$ cat src/rtl/mem_port_arbiter.sv
// Shares one request/ready memory port between instruction fetch and load/store.
// Optional ARB_RR_EN selects round-robin on contention instead of fixed DM > IF priority.
module mem_port_arbiter #(
  parameter int XLEN       = 32,
  parameter int ADDR_WIDTH = 32
) (
  input  logic                  clk,
  input  logic                  rst,
  input  logic                  if_req,
  input  logic [ADDR_WIDTH-1:0] if_addr,
  output logic                  if_gnt,
  output logic                  if_rvalid,
  output logic [XLEN-1:0]       if_rdata,
  input  logic                  dm_req,
  input  logic                  dm_we,
  input  logic [XLEN/8-1:0]     dm_be,
  input  logic [ADDR_WIDTH-1:0] dm_addr,
  input  logic [XLEN-1:0]       dm_wdata,
  output logic                  dm_gnt,
  output logic                  dm_rvalid,
  output logic [XLEN-1:0]       dm_rdata,
  output logic                  mem_req,
  output logic                  mem_we,
  output logic [XLEN/8-1:0]     mem_be,
  output logic [ADDR_WIDTH-1:0] mem_addr,
  output logic [XLEN-1:0]       mem_wdata,
  input  logic                  mem_ready,
  input  logic [XLEN-1:0]       mem_rdata,
  output logic [1:0]            dbg_state
);

  // Handshakes: a requester holds req and fields until its gnt pulse (same
  // cycle, combinational); rvalid pulses once when its transaction completes.
  // mem_req is held with stable fields until the memory answers with mem_ready.

  typedef enum logic [1:0] {
    S_IDLE = 2'd0,
    S_BUSY = 2'd1,
    S_RESP = 2'd2
  } state_t;

  typedef enum logic {
    OWN_IF = 1'b0,
    OWN_DM = 1'b1
  } owner_t;

  state_t                state_q, state_d;
  owner_t                owner_q;
  logic                  we_q;
  logic [XLEN/8-1:0]     be_q;
  logic [ADDR_WIDTH-1:0] addr_q;
  logic [XLEN-1:0]       wdata_q;
  logic [XLEN-1:0]       if_rdata_q, dm_rdata_q;
  logic                  grant_if, grant_dm;
  logic                  pick_dm;
  logic                  arb_ok;

`ifdef ARB_RR_EN
  owner_t last_gnt_q;

  // On contention the requester that was not granted last time wins.
  always_comb begin
    pick_dm = dm_req && (!if_req || (last_gnt_q == OWN_IF));
  end

  always_ff @(posedge clk or posedge rst) begin
    if (rst) begin
      last_gnt_q <= OWN_IF;
    end else if (grant_dm) begin
      last_gnt_q <= OWN_DM;
    end else if (grant_if) begin
      last_gnt_q <= OWN_IF;
    end
  end
`else
  always_comb begin
    pick_dm = dm_req;
  end
`endif

  // Gating with rst keeps grants quiet while reset is held.
  assign arb_ok = (state_q != S_BUSY) && !rst;

  always_comb begin
    state_d  = state_q;
    grant_if = 1'b0;
    grant_dm = 1'b0;
    case (state_q)
      S_IDLE, S_RESP: begin
        if (arb_ok && (if_req || dm_req)) begin
          grant_dm = pick_dm;
          grant_if = !pick_dm;
          state_d  = S_BUSY;
        end else begin
          state_d  = S_IDLE;
        end
      end
      S_BUSY: begin
        if (mem_ready) begin
          state_d = S_RESP;
        end
      end
      default: state_d = S_IDLE;
    endcase
  end

  always_ff @(posedge clk or posedge rst) begin
    if (rst) begin
      state_q <= S_IDLE;
    end else begin
      state_q <= state_d;
    end
  end

  always_ff @(posedge clk or posedge rst) begin
    if (rst) begin
      owner_q <= OWN_IF;
      we_q    <= 1'b0;
      be_q    <= '0;
      addr_q  <= '0;
      wdata_q <= '0;
    end else if (grant_dm) begin
      owner_q <= OWN_DM;
      we_q    <= dm_we;
      be_q    <= dm_be;
      addr_q  <= dm_addr;
      wdata_q <= dm_wdata;
    end else if (grant_if) begin
      owner_q <= OWN_IF;
      we_q    <= 1'b0;
      be_q    <= '1;
      addr_q  <= if_addr;
      wdata_q <= '0;
    end
  end

  // Stores complete without touching the read-data registers.
  always_ff @(posedge clk or posedge rst) begin
    if (rst) begin
      if_rdata_q <= '0;
      dm_rdata_q <= '0;
    end else if ((state_q == S_BUSY) && mem_ready && !we_q) begin
      if (owner_q == OWN_DM) begin
        dm_rdata_q <= mem_rdata;
      end else begin
        if_rdata_q <= mem_rdata;
      end
    end
  end

  assign if_gnt    = grant_if;
  assign dm_gnt    = grant_dm;
  assign if_rvalid = (state_q == S_RESP) && (owner_q == OWN_IF);
  assign dm_rvalid = (state_q == S_RESP) && (owner_q == OWN_DM);
  assign if_rdata  = if_rdata_q;
  assign dm_rdata  = dm_rdata_q;
  assign mem_req   = (state_q == S_BUSY);
  assign mem_we    = we_q;
  assign mem_be    = be_q;
  assign mem_addr  = addr_q;
  assign mem_wdata = wdata_q;
  assign dbg_state = state_q;

endmodule
$ cat config.mk
export PLATFORM = sky130hd
export DESIGN_NAME = mem_port_arbiter
export DESIGN_NICKNAME = d
export VERILOG_FILES = /design/src/rtl/mem_port_arbiter.sv
export SDC_FILE = /design/constraint.sdc
export NUM_CORES = 1
export LEC_CHECK = 0
export ABC_AREA = 0
export CAP_MARGIN = 20
export CORE_MARGIN = 2
export CORE_UTILIZATION = 35
export DETAILED_ROUTE_END_ITERATION = 10
export PLACE_DENSITY_LB_ADDON = 0.3
export SYNTH_ARGS = -nofsm -noshare
export SYNTH_HDL_FRONTEND = slang
export SYNTH_SLANG_ARGS = --single-unit
export TNS_END_PERCENT = 50
$ cat constraint.sdc
create_clock -name clk -period 4.3 [get_ports clk]
set_input_delay 0.86 -clock clk [delete_from_list [all_inputs] [get_ports clk]]
set_output_delay 0.86 -clock clk [all_outputs]
set_load 0.01 [all_outputs]
==> out/qor.yml, run 1 <==
hold_viol: 0
cts_inserted_buffers: 17
grt_max_degree: 70
die_h_um: 126
clkSinkCount: 136
grt_usage_pct: 19.3
synth-seq-cells: 136
io_buffer_count: 277
fin_crit_ps: 3490
layout.cells.non_filler: 819
dp.cells: 786
yosysWarnings: 0
end_kind: "output port"
comb_power_share_pct: 35.1
r2r_end: "mem_wdata[22]"
drc: 0
cts-root-buf: "clkbuf_16"
grt_pass1_wl_mm: 23.7
antenna_found_initial: 0
slew_headroom_pct: 43.7
status: "completed"
worstHoldStart: "mem_be[2]"
firstDrtPassIters: 4
first_global_vias: 4432
viasPerCell: 5.01
power_density_nw_per_um2: 602
vias: 4106
p_clk_share_pct: 27.6
intPower_mw: 3.84
gr-total-overflow: 0
holdWs_ps: 486
whs_path_depth: 1
min_to: "mem_be[2]"
wl_mm: 15.1
setup_viol: 0
path_clk_slew_ps: 50
postRouteAntennaNets: 0
ys_seq_area_share_pct: 65.4
cp_slowest_cell: "clkdlybuf4s50_1"
p_sw_share_pct: 27.5
syn_area_um2: 5210
cts_hold_buf: 0
tns_ps: 0
cts_setup_buffers: 0
cp-start-kind: "input pin"
multi_input_area_um2: 1690
ir_worst_vdd_mv: 0.256
fp.dieW_um: 126
diodes: 0
grt_setup_unrepaired: "false"
initial_utilization_pct: 35.8
yosys.cell_types.count: 24
finalPower_mw: 5.30
fin_crit_sh_pct: 81.2
critPathArrivalTime_ps: 2630
nets: 760
rrSetupSlack_ps: 2160
synth_cells: 341
drive_gt1_share_pct: 16.9
stdcell_area_um2: 8810
fin_ws_ps: 809
placed_area_um2: 8180
max_stage_delay_ps: 560
clk_latency_ps: 410
max_freq_mhz: 286
syn_nets: 479
r2r-start: "dbg_state[0]"
hold_path_class: "reg2reg"
die_area_um2: 15900
max_slew.worst_pin.slew_ps: 842
synth.avg_cell_area_um2: 15.3
clock_tree.buffer_depth: 2
gp_congestion: 0.808
power_leakage_nw: 3.75
crit_required_ps: 3440
maxCapViolCount: 0
skew_ps: 7.62
cts_tree: "built"
regArea_um2: 3400
sequentialPowerShare_pct: 37.3
core-area_um2: 14500
crit_fanout: 5
num-fill-cells: 1146
fin_util_pct: 60.6
row_count: 44
finalMaxSlewViolations: 0
wl_per_cell_um: 18.5
r2r_cells: 5
critPathBufInv: 3
ios: 278
drtIter0Drc: 152
crit_top_cell: "clkdlybuf4s50_1"
critPathKind: "in2out"
path_cells: "clkdlybuf4s50_1 > nor2_1 > nand2_1 > inv_2 > clkdlybuf4s50_1"
cts_resized: 0
dpl.hpwl_mm: 10.8
critical-path-top-delay-family: "buffers and inverters"
p_sw_mw: 1.46
cts-htree-levels: 4
area_growth_pct: 69.2
post-place-ws_ps: 819
## flip-flops by register name, summed over array words and instances, names as in the netlist
name,count
dm_rdata,32
if_rdata,32
mem_addr,32
mem_wdata,32
mem_be,4
dbg_state,2
mem_we,1
owner_q,1
## synth_stat cells
master | count | area (um2)
o21ai_0 | 1 | 5.00
o21a_1 | 1 | 7.51
nand2b_1 | 1 | 6.26
dfrtp_1 | 136 | 3400
nor4b_2 | 1 | 15.0
nor3b_1 | 1 | 7.51
buf_2 | 8 | 40.0
a221o_1 | 32 | 320
and2_1 | 32 | 200
mux2_1 | 2 | 22.5
nor3b_4 | 1 | 18.8
o21ai_1 | 1 | 5.00
a22o_1 | 33 | 289
clkbuf_1 | 9 | 33.8
a21o_1 | 1 | 7.51
nor2_1 | 1 | 3.75
nand2_1 | 2 | 7.51
and3b_1 | 2 | 17.5
mux2_2 | 62 | 698
buf_1 | 3 | 11.3
buf_6 | 3 | 33.8
o22a_1 | 4 | 35.0
nand3b_1 | 1 | 7.51
inv_1 | 3 | 11.3
## how the worst max path moves through the flow
| stage | start | to | depth (start not counted) |
|---|---|---|---|
| after CTS | rst | dm_gnt | 5 |
| final | rst | dm_gnt | 5 |
| after floorplan | rst | dbg_state[0] | 1 |
| after global routing | rst | dm_gnt | 5 |
| after detailed placement | rst | dm_gnt | 5 |
| after global placement | rst | dm_gnt | 5 |
## worst register-to-register path: stages (launching register included)
cell	delay (ps)
dfrtp_1	490
nor2_1	350
nand2_1	220
inv_2	140
buf_4	580
a22o_1	300
## cells in the final DEF, fill, tap and decap left out
cell type        synthesis  final
o21a_1                   1      1
inv_2                    0      1
clkdlybuf4s50_1          0    277
mux2_2                  62     62
nand3b_1                 1      1
nor4b_4                  0      1
buf_16                   0      1
a21o_1                   1      1
buf_4                    0      6
clkinv_2                 0      4
clkinv_4                 0      3
dfrtp_1                136    136
nor3b_1                  1      1
buf_12                   0      1
o21ai_0                  1      1
o21ai_4                  0      1
nand2_1                  2      2
o22a_1                   4      4
nor2_1                   1      1
a221o_1                 32     32
inv_6                    0      2
inv_1                    3      1
and2_1                  32     32
nand2b_1                 1      1
nor3b_4                  1      1
and3b_1                  2      2
mux2_1                   2      2
bufinv_16                0      3
clkinvlp_4               0      4
clkbuf_16                0     17
a22o_1                  33     33
## area by class of cell
type                       instances  share of cell area, %
multi-input combinational        179                   19.2
timing repair buffer             285                   32.5
clock inverter                    15                   2.00
clock buffer                      17                   4.83
inverter                           3                  0.170
sequential                       136                   38.6
tap                              184                   2.61
## power groups by stage
| stage | Sequential, mW | Combinational (mW) | Clock [mW] |
|---|---|---|---|
| after floorplan | 2.18 | 0.487 | 0 |
| after global placement | 1.98 | 1.85 | 0 |
| after detailed placement | 1.99 | 1.88 | 0 |
| after CTS | 1.98 | 1.89 | 1.50 |
| after global routing | 2.04 | 1.98 | 1.55 |
| final | 1.98 | 1.86 | 1.46 |
## logic make-up (layout without fill, tap and decap cells)
logic type      Yosys count  after routing  synth area share (%)
compound gates           73             73                  12.9
buf+inv                  26            320                  2.50
flops                   136            136                  65.4
mux                      64             64                  13.8
simple gates             42             42                  5.45
## routing by layer
| metal | track usage [%] | vias to the layer above | wire length (um) |
|---|---|---|---|
| met1 | 21.7 | 2036 | 5900 |
| met4 | 8.53 | 0 | 333 |
| met2 | 32.8 | 207 | 7580 |
| li1 | - | 1840 | - |
| met5 | 0 | - | 0 |
| met3 | 7.14 | 23 | 1300 |
Power figures use the tool's default switching activity.
==> inputs of run 2 (changes only) <==
Settings changed: CORE_UTILIZATION 35 to 39.
Clock period 4.3 ns to 3.5 ns, I/O delays scaled along.
==> run 2 against run 1 <==
Clock power rose by 21%. Sequential power rose by 23%. Power rose by 22%. Final cell count fell by 0.98%. Worst setup slack got worse by 250 ps. Critical endpoint unchanged. Flip-flop and latch count did not move. Die area fell by 9.9%. First-iteration DRC count rose by 30%. Core utilization rose by 6.2 points. Critical path type unchanged. Clock skew rose by 1.8 ps. Largest cell class unchanged. Critical path depth did not move. Count of clock-buffer cells in the layout rose by 3.
==> out/qor.yml, run 2 (synthesized netlist as in run 1, its figures left out) <==
status: "completed"
core-area_um2: 13100
power_density_nw_per_um2: 737
path_cells: "clkdlybuf4s50_1 > nor2_1 > nand2_1 > inv_2 > clkdlybuf4s50_1"
cts-root-buf: "clkbuf_16"
slew_headroom_pct: 53.2
initial_utilization_pct: 39.6
max_freq_mhz: 340
dpl.hpwl_mm: 10.2
clkSinkCount: 136
grt_util_met1_pct: 23.8
end_kind: "output port"
max_slew.worst_pin.slew_ps: 703
clk_latency_ps: 410
cts-htree-levels: 4
area_growth_pct: 68.6
num-fill-cells: 982
critPathArrivalTime_ps: 2240
row_count: 42
nets: 760
wl_per_cell_um: 17.7
diodes: 0
ios: 278
clock_tree.buffer_depth: 2
cp_slowest_cell: "clkdlybuf4s50_1"
gr-total-overflow: 0
fp.dieW_um: 120
fin_crit_ps: 2940
sequentialPowerShare_pct: 37.6
antenna_found_initial: 0
wl_mm: 14.3
vias: 4054
power_leakage_nw: 3.74
mostFrequentLayoutCells: "clkdlybuf4s50_1 (277), dfrtp_1 (136), mux2_2 (62), a22o_1 (33)"
grt_use_met3_pct: 7.75
postRouteAntennaNets: 0
grt_setup_unrepaired: "false"
cts_setup_buffers: 0
viasPerCell: 5.00
intPower_mw: 4.68
critical-path-top-delay-family: "buffers and inverters"
comb_power_share_pct: 35.3
grt_max_degree: 84
ir_worst_vdd_mv: 0.296
crit_top_cell: "clkdlybuf4s50_1"
die_area_um2: 14300
cts_hold_buf: 0
p_clk_share_pct: 27.2
p_sw_share_pct: 27.7
cp-start-kind: "input pin"
critPathKind: "in2out"
critPathBufInv: 3
grt_usage_pct: 20.6
gp_congestion: 0.759
p_sw_mw: 1.79
fin_crit_sh_pct: 84.1
final_common_cell: "clkdlybuf4s50_1"
io_buffer_count: 277
fin_ws_ps: 556
crit_fanout: 5
firstDrtPassIters: 4
tns_ps: 0
path_clk_slew_ps: 60
grt_busiest_layer: "met2"
use_met2_pct: 35.1
setup_viol: 0
drc: 0
drtIter0Drc: 198
crit_required_ps: 2800
post-place-ws_ps: 560
cts_resized: 0
drive_gt1_share_pct: 16.5
hold_viol: 0
skew_ps: 9.44
grt_pass1_wl_mm: 22.9
max_stage_delay_ps: 590
cts_inserted_buffers: 17
cts_tree: "built"
hold_path_class: "reg2reg"
first_global_vias: 4516
finalMaxSlewViolations: 0
die_h_um: 120
maxCapViolCount: 0
==> run 2: area by class of cell <==
cell class / count / area, um2 / share of cell area, %
Multi-Input combinational cell: 179 / 1690 / 19.3
Clock inverter: 12 / 141 / 1.61
Clock buffer: 20 / 447 / 5.09
Tap cell: 176 / 220 / 2.51
Timing Repair Buffer: 285 / 2860 / 32.6
Sequential cell: 136 / 3400 / 38.8
Inverter: 3 / 15.0 / 0.171
==> run 2: worst paths after layout <==
kind                                end  slack, ps          from  cells past startpoint
max                              dm_gnt        560           rst                      5
min                           mem_be[0]        490     mem_be[0]                      1
max reg2reg                if_rdata[15]       1620  dbg_state[0]                      4
min reg2reg                   mem_be[0]        490     mem_be[0]                      1
max in group asynchronous  if_rdata[14]       2030           rst                      3
min in group asynchronous   mem_addr[0]        910           rst                      3
==> run 2: through the flow <==
stage / hold WS [ps] / instances / instance area [um2] / util, % / power, mW
2_1_floorplan: 529 / 341 / 5210 / - / 3.28
3_3_place_gp: 471 / 779 / 8190 / 62.3 / 4.69
3_5_place_dp: 483 / 779 / 8190 / 62.3 / 4.75
4_1_cts: 498 / 811 / 8780 / 66.8 / 6.55
5_1_grt: 515 / 811 / 8780 / 66.8 / 6.79
6_report: 491 / 811 / 8780 / 66.8 / 6.47
==> run 2: routing by layer <==
layer,vias to the layer above,part of all wire (%)
li1,1833,-
met1,2017,39
met2,182,50
met3,22,8.7
met4,0,2.2
met5,-,0
==> run 2: power by group through the flow <==
stage | Sequential, mW | Combinational, mW | Clock (mW)
after detailed placement | 2.45 | 2.31 | 0
final | 2.43 | 2.28 | 1.76
after global routing | 2.51 | 2.42 | 1.87
after CTS | 2.44 | 2.31 | 1.80
after global placement | 2.42 | 2.27 | 0
after floorplan | 2.68 | 0.598 | 0
==> run 2: worst register-to-register path, delay by kind of cell, from the launching register on <==
| family | cells | cell delay, ps |
|---|---|---|
| and+or+nand+nor | 2 | 430 |
| DFF | 1 | 510 |
| buffers and inverters | 1 | 410 |
| muxes | 1 | 410 |
==> inputs of run 3 (changes only) <==
Settings changed: CORE_UTILIZATION 39 to 35.
Clock period 3.5 ns to 2.7 ns, I/O delays scaled along.
==> run 3 against run 2 <==
Clock skew decreased by 3.5 ps. Combinational power increased by 31%. Flip-flop and latch count unchanged. Core utilization decreased by 5.7 points. Critical path depth unchanged. Highest routed layer unchanged.
==> out/qor.yml, run 3 (synthesized netlist as in run 1, its figures left out) <==
die_area_um2: 15900
skew_ps: 5.96
first_global_vias: 4360
sequentialPowerShare_pct: 36.9
r2r_end: "mem_addr[25]"
nets: 762
comb_power_share_pct: 35.0
cts-htree-levels: 4
slew_headroom_pct: 52.9
p_clk_share_pct: 28.1
hold_path_class: "reg2reg"
fin_crit_ps: 2560
max_freq_mhz: 391
gr-total-overflow: 0
dpl.hpwl_mm: 10.8
max_slew.worst_pin.slew_ps: 707
grt_setup_unrepaired: "false"
stdcell_area_um2: 8880
postRouteAntennaNets: 0
power_leakage_nw: 3.79
intPower_mw: 6.27
clk_latency_ps: 410
cts-root-buf: "clkbuf_16"
firstDrtPassIters: 4
io_buffer_count: 277
path_clk_slew_ps: 50
clkSinkCount: 136
gp_congestion: 0.784
grt_max_degree: 78
grt_pass1_wl_mm: 23.2
power_density_nw_per_um2: 961
drtIter0Drc: 167
initial_utilization_pct: 35.8
min_to: "mem_be[3]"
drc: 0
final_common_cell: "clkdlybuf4s50_1"
area_growth_pct: 70.5
viasPerCell: 4.99
cp-start-kind: "input pin"
wl_per_cell_um: 18.2
cts_setup_buffers: 0
die_h_um: 126
ios: 278
fp.dieW_um: 126
placed_area_um2: 8250
critPathArrivalTime_ps: 2020
mostFrequentLayoutCells: "clkdlybuf4s50_1 (277), dfrtp_1 (136), mux2_2 (62), a22o_1 (33)"
finalMaxSlewViolations: 0
fin_crit_sh_pct: 94.8
vias: 4094
diodes: 0
cts_hold_buf: 0
cts_tree: "built"
antenna_found_initial: 0
status: "completed"
p_sw_mw: 2.26
wl_mm: 14.9
tns_ps: 0
whs_path_depth: 1
crit_fanout: 3
hold_viol: 0
maxCapViolCount: 0
grt_usage_pct: 18.8
setup_viol: 0
cts_inserted_buffers: 17
cts_resized: 0
worstHoldStart: "mem_be[3]"
critPathKind: "in2out"
p_sw_share_pct: 26.5
r2r-start: "dbg_state[0]"
row_count: 44
end_kind: "output port"
r2r_cells: 5
drive_gt1_share_pct: 16.8
clock_tree.buffer_depth: 2
ir_worst_vdd_mv: 0.415
rrSetupSlack_ps: 930
num-fill-cells: 1114
crit_required_ps: 2160
core-area_um2: 14500
run 3: how the worst max path moves through the flow:
| stage | start | endpoint | depth (start not counted) |
|---|---|---|---|
| after floorplan | rst | dbg_state[0] | 1 |
| after global placement | rst | dm_gnt | 5 |
| after detailed placement | rst | dm_gnt | 5 |
| after CTS | rst | dm_gnt | 5 |
| after global routing | rst | dm_gnt | 5 |
| final | rst | dm_gnt | 5 |
run 3: stage by stage:
| step | utilization (%) | hold slack [ps] | instances | setup slack (ps) | power, mW |
|---|---|---|---|---|---|
| after CTS | 61.1 | 489 | 820 | 126 | 8.64 |
| after floorplan | - | 529 | 341 | 467 | 4.25 |
| final | 61.1 | 484 | 820 | 140 | 8.53 |
| after detailed placement | 56.8 | 476 | 789 | 142 | 6.20 |
| after global routing | 61.1 | 506 | 820 | 44.2 | 8.96 |
| after global placement | 56.8 | 473 | 789 | 137 | 6.11 |
run 3: power groups by stage:
stage / sequential [mW] / clock, mW / combinational (mW)
floorplan: 3.47 / 0 / 0.776
global placement: 3.14 / 0 / 2.97
detailed placement: 3.17 / 0 / 3.02
CTS: 3.16 / 2.45 / 3.03
global route: 3.25 / 2.55 / 3.16
finish: 3.15 / 2.40 / 2.98
run 3: area by class of cell:
class	instances	area [um2]	area share, %
tap	184	230	2.59
clock inverter	7	114	1.28
timing repair buffer	287	2910	32.8
sequential	136	3400	38.3
clock buffer	24	512	5.76
inverter	3	15.0	0.169
multi-input combinational	179	1690	19.1
run 3: critical path, cell delays in order:
cell and delay, ps:
clkdlybuf4s50_1 510, nor2_1 170, nand2_1 110, inv_2 90
clkdlybuf4s50_1 590
run 3: metal layers:
metal / part of all wire, % / GRT usage (%) / vias to the layer above
li1: - / - / 1837
met3: 9.1 / 7.31 / 35
met1: 39 / 21.8 / 2005
met5: 0 / 0 / -
met2: 49 / 30.8 / 217
met4: 3.1 / 8.86 / 0
